**config.mk**
```make
export PLATFORM = sky130hd
export DESIGN_NAME = ucode_mul_sequencer_flat
export DESIGN_NICKNAME = d
export VERILOG_FILES = /design/src/rtl/ucode_mul_sequencer_if.sv /design/src/rtl/ucode_mul_sequencer.sv /design/src/flat_wrapper.sv
export SDC_FILE = /design/constraint.sdc
export NUM_CORES = 1
export LEC_CHECK = 0
export CAP_MARGIN = 20
export CORE_ASPECT_RATIO = 1.4
export CORE_MARGIN = 2
export CORE_UTILIZATION = 45
export DETAILED_ROUTE_END_ITERATION = 7
export PLACE_DENSITY = 0.86
export SETUP_SLACK_MARGIN = 0.2
export SYNTH_ARGS = -nofsm -noshare
export SYNTH_HDL_FRONTEND = slang
export SYNTH_SLANG_ARGS = --single-unit
```
**constraint.sdc**
```tcl
create_clock -name clk -period 2.4 [get_ports clk]
set_input_delay 0.6 -clock clk [delete_from_list [all_inputs] [get_ports clk]]
set_output_delay 0.6 -clock clk [all_outputs]
set_load 0.1 [all_outputs]
```
**src/rtl/ucode_mul_sequencer_if.sv**
```systemverilog
// Fetch-side handshake for the multiply micro-sequencer: entry context in,
// ghost_PC in, micro-instruction and status out.
interface ucode_mul_sequencer_if;
  logic        ucode_start;
  logic [6:0]  mul_opcode;
  logic [3:0]  mul_rd;
  logic [3:0]  mul_rs;
  logic [15:0] mul_imm;
  logic [3:0]  ghost_PC;
  logic [31:0] ghost_instruction;
  logic        ucode_done;
  logic        busy;

  modport master (
    output ucode_start, mul_opcode, mul_rd, mul_rs, mul_imm, ghost_PC,
    input  ghost_instruction, ucode_done, busy
  );

  modport slave (
    input  ucode_start, mul_opcode, mul_rd, mul_rs, mul_imm, ghost_PC,
    output ghost_instruction, ucode_done, busy
  );
endinterface

```
**src/rtl/ucode_mul_sequencer.sv**
```systemverilog
// Shift-add multiply micro-program generator: latches the multiply context at
// entry and decodes ghost_PC into micro-instructions with per-iteration substitution.
module ucode_mul_sequencer (
  input  logic                         clk,
  input  logic                         rst,
  ucode_mul_sequencer_if.slave         bus
);
  localparam logic [3:0] REG_T0 = 4'd13;
  localparam logic [3:0] REG_T1 = 4'd14;
  localparam logic [3:0] REG_T2 = 4'd15;

  localparam logic [6:0] OP_MOVI = 7'b0001001;
  localparam logic [6:0] OP_MOV  = 7'b0001000;
  localparam logic [6:0] OP_ADD  = 7'b0000000;
  localparam logic [6:0] OP_ADDP = 7'b0000100;
  localparam logic [6:0] OP_SUB  = 7'b0000001;
  localparam logic [6:0] OP_SUBP = 7'b0000101;
  localparam logic [6:0] OP_SHLI = 7'b0001100;
  localparam logic [6:0] OP_SHRI = 7'b0001101;

  localparam logic [31:0] INSTR_NOP  = {7'b1100100, 25'b0};
  localparam logic [31:0] INSTR_LOOP = {11'b11000010000, 21'b0};
  localparam logic [31:0] INSTR_EXIT = {4'b1101, 28'b0};

  typedef enum logic {S_IDLE, S_ACTIVE} state_t;

  state_t      state;
  logic [3:0]  iter;
  logic        ctx_is_imm;
  logic        ctx_is_signed;
  logic [3:0]  ctx_rd;
  logic [3:0]  ctx_rs;
  logic [15:0] ctx_imm;
  logic        start_valid;
  logic        active;
  logic        last_iter;

  function automatic logic [31:0] mk(input logic [6:0] op, input logic [3:0] rd,
                                     input logic [3:0] rs, input logic [15:0] imm);
    return {op, rd, rs, 1'b0, imm};
  endfunction

  always_comb begin
    start_valid = (bus.mul_opcode == 7'b0010000) || (bus.mul_opcode == 7'b0110000) ||
                  (bus.mul_opcode == 7'b0011000) || (bus.mul_opcode == 7'b0111000);
  end

  always_ff @(posedge clk or posedge rst) begin
    if (rst) begin
      state         <= S_IDLE;
      iter          <= 4'd0;
      ctx_is_imm    <= 1'b0;
      ctx_is_signed <= 1'b0;
      ctx_rd        <= 4'd0;
      ctx_rs        <= 4'd0;
      ctx_imm       <= 16'd0;
    end else begin
      case (state)
        S_IDLE: begin
          if (bus.ucode_start && start_valid) begin
            ctx_is_imm    <= bus.mul_opcode[3];
            ctx_is_signed <= bus.mul_opcode[5];
            ctx_rd        <= bus.mul_rd;
            ctx_rs        <= bus.mul_rs;
            ctx_imm       <= bus.mul_imm;
            iter          <= 4'd0;
            state         <= S_ACTIVE;
          end
        end
        S_ACTIVE: begin
          // The loop-back line is the iteration boundary; the count saturates at 15.
          if (bus.ghost_PC == 4'd6 && iter != 4'd15) begin
            iter <= iter + 4'd1;
          end
          if (bus.ghost_PC == 4'd9) begin
            state <= S_IDLE;
          end
        end
        default: state <= S_IDLE;
      endcase
    end
  end

  assign active    = (state == S_ACTIVE);
  assign last_iter = (iter == 4'd15);

  assign bus.busy       = active;
  assign bus.ucode_done = active && (bus.ghost_PC == 4'd9);

  always_comb begin
    bus.ghost_instruction = INSTR_NOP;
    if (active) begin
      case (bus.ghost_PC)
        4'd0: bus.ghost_instruction = mk(OP_MOVI, REG_T0, 4'd0, 16'd0);
        4'd1: bus.ghost_instruction = mk(OP_MOV, REG_T1, ctx_rs, 16'd0);
        4'd2: if (!ctx_is_imm) bus.ghost_instruction = mk(OP_MOV, REG_T2, ctx_rd, 16'd0);
        4'd3: begin
          if (!ctx_is_imm)
            bus.ghost_instruction = mk(OP_ADDP, REG_T0, REG_T1, 16'd0);
          else if (ctx_imm[iter])
            bus.ghost_instruction = mk(OP_ADD, REG_T0, REG_T1, 16'd0);
        end
        4'd4: bus.ghost_instruction = mk(OP_SHLI, REG_T1, 4'd0, 16'd1);
        // Last shift skipped so T2[0] still holds the multiplier sign for line 7.
        4'd5: if (!ctx_is_imm && !last_iter)
                bus.ghost_instruction = mk(OP_SHRI, REG_T2, 4'd0, 16'd1);
        4'd6: if (!last_iter) bus.ghost_instruction = INSTR_LOOP;
        4'd7: begin
          if (ctx_is_signed && !ctx_is_imm)
            bus.ghost_instruction = mk(OP_SUBP, REG_T0, REG_T1, 16'd0);
          else if (ctx_is_signed && ctx_imm[15])
            bus.ghost_instruction = mk(OP_SUB, REG_T0, REG_T1, 16'd0);
        end
        4'd8: bus.ghost_instruction = mk(OP_MOV, ctx_rd, REG_T0, 16'd0);
        4'd9: bus.ghost_instruction = INSTR_EXIT;
        default: bus.ghost_instruction = INSTR_NOP;
      endcase
    end
  end
endmodule
```
**src/flat_wrapper.sv**
```systemverilog
// flat-port wrapper written by rule: the top's interface ports become plain ports
module ucode_mul_sequencer_flat 
  (clk, rst, bus_ucode_start, bus_mul_opcode, bus_mul_rd, bus_mul_rs, bus_mul_imm, bus_ghost_PC, bus_ghost_instruction, bus_ucode_done, bus_busy);
  ucode_mul_sequencer_if bus_i ();
  input  logic clk;
  input  logic rst;
  input wire logic [$bits(bus_i.ucode_start)-1:0] bus_ucode_start;
  input wire logic [$bits(bus_i.mul_opcode)-1:0] bus_mul_opcode;
  input wire logic [$bits(bus_i.mul_rd)-1:0] bus_mul_rd;
  input wire logic [$bits(bus_i.mul_rs)-1:0] bus_mul_rs;
  input wire logic [$bits(bus_i.mul_imm)-1:0] bus_mul_imm;
  input wire logic [$bits(bus_i.ghost_PC)-1:0] bus_ghost_PC;
  output wire logic [$bits(bus_i.ghost_instruction)-1:0] bus_ghost_instruction;
  output wire logic [$bits(bus_i.ucode_done)-1:0] bus_ucode_done;
  output wire logic [$bits(bus_i.busy)-1:0] bus_busy;
  assign bus_i.ucode_start = bus_ucode_start;
  assign bus_i.mul_opcode = bus_mul_opcode;
  assign bus_i.mul_rd = bus_mul_rd;
  assign bus_i.mul_rs = bus_mul_rs;
  assign bus_i.mul_imm = bus_mul_imm;
  assign bus_i.ghost_PC = bus_ghost_PC;
  assign bus_ghost_instruction = bus_i.ghost_instruction;
  assign bus_ucode_done = bus_i.ucode_done;
  assign bus_busy = bus_i.busy;
  ucode_mul_sequencer u_core (.clk(clk), .rst(rst), .bus(bus_i));
endmodule
```
==> flow_metrics.tcl, run 1 <==
set metrics [dict create \
    finClkSkew_ns 0.005692 \
    coreArea_um2 4463 \
    initial_core_util_pct 46.15 \
    ys_seq_area_share_pct 37.67 \
    grt.total_usage_pct 27.51 \
    yosys.cell_types.count 50 \
    reg2reg_depth 9 \
    worst_path_largest_cell_delay_ns 0.58 \
    antenna_cells 0 \
    num_rows 29 \
    clkSinkCount 31 \
    fin_crit_ns 2.766 \
    drt-vias-per-instance 5.521 \
    multiInputGateArea_um2 1494 \
    dieHeight_um 84.05 \
    path_depth 7 \
    synthesis.instances 206 \
    finalMaxSlewViolations 0 \
    grt-ovfl-total 0 \
    reg2reg_from "u_core.iter[0]" \
    fmax_mhz 361.5 \
    drive_gt1_share_pct 54.79 \
    crit_slowest_cell "mux4_2" \
    required_ns 1.80 \
    antenna_found_initial 0 \
    synthXorXnorAreaFrac_pct 0.8505 \
    grt_pass1_vias 2111 \
    seq_area_um2 782.0 \
    timing.rr.end "u_core.iter[3]" \
    whs_ns 0.5020 \
    clock-root-buffer "clkbuf_8" \
    min_from "u_core.ctx_imm[5]" \
    place_congestion 0.9102 \
    clk_pin_slew_worst_paths_ns 0.06 \
    numCtsBuffers 5 \
    synth_mux_area_share_pct 18.71 \
    status "finished, violations left" \
    grt_pass1_wl_mm 10.32 \
    r2r_slack_ns 0.30 \
    fin_area_um2 3583 \
    synth_compound_area_share_pct 14.40 \
    worst_hold_path_type "flip-flop to flip-flop" \
    routed_wl_mm 6.756 \
    numPortBuffers 53 \
    synth-seq-cells 31 \
    n_fill_cell 255 \
    die_w_um 61.18 \
    path_buf_inv 2 \
    drc_errors 0 \
    cpMostUsedCell "buf_12" \
    ys_async_sr_fraction_pct 100.0 \
    dpl-instance-area_um2 3187 \
    leakagePower_nw 1.500 \
    setup_viol 14 \
    critPathMaxFanout 6 \
    worstPathArrival_ns 2.17 \
    dr.first_iter.drc_count 122 \
    cp-start-kind "flip-flop" \
    synth_top_family_by_area "multiplexers" \
    whs_endpoint "u_core.ctx_imm[5]" \
    insertion_delay_ns 0.28 \
    fin_setup_tns_ns -3.953 \
    final_util_pct 80.29 \
    place_ws_ns -0.5813 \
    yosys_warnings 0 \
    rsz0062_at_grt "yes" \
    violations "setup timing" \
    io_pins 72 \
    syn_area_per_cell_um2 9.997 \
    h-tree-depth 2 \
    finalHoldViolCount 0 \
    vias 2015 \
    cts_max_path_buffers 2 \
    critPathKind "flip-flop to output pin" \
    p_per_area_nw_per_um2 589.2 \
    grt_max_degree 30 \
    ant_nets 0 \
    setup_ws_ns -0.3664 \
    synth_fa_ha_area_share_pct 0.6075 \
    path_cells "mux4_2 > nor2_4 > o21ai_2 > o21ai_4 > buf_12 > a31oi_4 > buf_12" \
    critPathCaptureType "output pin" \
    die-area_um2 5141 \
    synth_ff_type "dfrtp_1" \
    synth_edf_count 0 \
    drt-pass1-iter-count 4 \
    synth-simple-area-share_pct 15.92 \
    wl_per_cell_um 18.51 \
    fin_crit_sh_pct 115.3 \
    cts_hold_buf 0 \
    area_delta_synth_final_pct 74.00 \
    critPathTopFamily "multiplexers" \
    ir_drop_uv 683.6 \
    dp_hpwl_mm 4.578 \
    hold_path_depth 1 \
    nNetsFinal 341 \
    cts_tree "done" \
    syn_area_um2 2059 \
    maxCapViolCount 0 \
]
==> per-stage QoR <==
stage / instances / total power [mW]
floorplan: 223 / 1.284
global placement: 345 / 1.471
detailed placement: 345 / 1.511
CTS: 361 / 2.058
global route: 365 / 2.200
finish: 365 / 2.111
==> what timing repair did <==
action,in CTS,in global routing
pin swaps,25,14
setup endpoints to repair,18,15
hold endpoints to repair,0,0
gates cloned,0,0
buffers inserted,8,4
resized for setup,52,13
==> cell usage in the layout (no fill, tap or decap), types with 2 or more instances in the layout <==
cell,n
a221o_1,2
nor2_2,4
buf_6,8
conb_1,18
o21ai_0,3
and4_1,2
nand2_1,16
mux2_2,24
inv_1,3
nor2b_1,2
nor3_2,3
nor4b_4,2
clkbuf_8,7
buf_12,18
inv_2,2
nor2_1,3
nor3_4,2
a21oi_1,4
a31oi_4,3
o21ai_2,2
o21ai_4,2
a21oi_2,2
nand3b_1,2
clkdlybuf4s50_1,33
nand2b_1,2
dfrtp_2,2
buf_4,42
nor2_4,9
a21oi_4,4
buf_2,3
dfrtp_1,28
a221oi_2,2
mux4_2,2
mux2_1,5
nor2b_2,2
==> Yosys cell counts (4+ instances only) <==
master,n,share of area (%)
mux2_1,5,2.7
a21oi_1,10,2.4
nor2_1,14,2.6
mux2_2,24,13
dfrtp_1,31,38
buf_2,9,2.2
nor2b_1,4,1.2
nand2_1,18,3.3
o21ai_0,6,1.5
buf_4,20,7.3
inv_1,5,0.91
==> power by group <==
part | total, mW | switching [mW] | internal, mW
sequential | 0.719 | 0.0957 | 0.623
clock | 0.444 | 0.183 | 0.261
combinational | 0.949 | 0.533 | 0.415
==> layer usage <==
metal	GRT usage [%]	vias up	wire length, um
met3	4.806	27	257
met2	47.97	93	3910
met5	0	-	0
li1	-	897	-
met4	15.42	0	274
met1	29.44	998	2314
==> how the worst max path moves through the flow <==
stage / slack [ns] / to / start
2_1_floorplan: -0.30 / bus_ghost_instruction[31] / bus_ghost_PC[2]
3_3_place_gp: -0.52 / bus_ghost_instruction[21] / bus_ghost_PC[2]
3_5_place_dp: -0.58 / bus_ghost_instruction[23] / bus_ghost_PC[2]
4_1_cts: -0.33 / bus_ghost_instruction[27] / u_core.iter[0]
5_1_grt: -0.42 / bus_ghost_instruction[23] / u_core.iter[0]
6_report: -0.37 / bus_ghost_instruction[23] / u_core.iter[0]
==> layout make-up <==
type	count	area share (%)
flip-flops and latches	31	21.82
clock buffers	8	2.793
inverters	5	0.5237
multi-input cells	155	41.69
well taps	62	2.165
repair buffers	104	31.01
==> flip-flops by register name, summed over array words and instances, names as in the netlist <==
register,flops
u_core.bus.busy,1
u_core.ctx_imm,16
u_core.ctx_is_imm,1
u_core.ctx_is_signed,1
u_core.ctx_rd,4
u_core.ctx_rs,4
u_core.iter,4
==> logic make-up after synthesis <==
kind of cell	count (synthesis)
AND/OR/NAND/NOR	60
AO/OA/AOI/OAI	42
buffers and inverters	37
multiplexers	32
flip-flops	31
XOR/XNOR	2
adder cells (fa/ha/maj)	1
other	1
Note: power is estimated with default switching activity, not from simulation.
==> run 2: changes to the inputs <==
--- a/config.mk
+++ b/config.mk
@@ -5,13 +5,13 @@
 export SDC_FILE = /design/constraint.sdc
 export NUM_CORES = 1
 export LEC_CHECK = 0
-export CAP_MARGIN = 20
 export CORE_ASPECT_RATIO = 1.4
 export CORE_MARGIN = 2
 export CORE_UTILIZATION = 45
 export DETAILED_ROUTE_END_ITERATION = 7
 export PLACE_DENSITY = 0.86
 export SETUP_SLACK_MARGIN = 0.2
+export SLEW_MARGIN = 30
 export SYNTH_ARGS = -nofsm -noshare
 export SYNTH_HDL_FRONTEND = slang
 export SYNTH_SLANG_ARGS = --single-unit
==> results of run 2 <==
No change in the layout: final DEF, timing and power equal those of run 1.
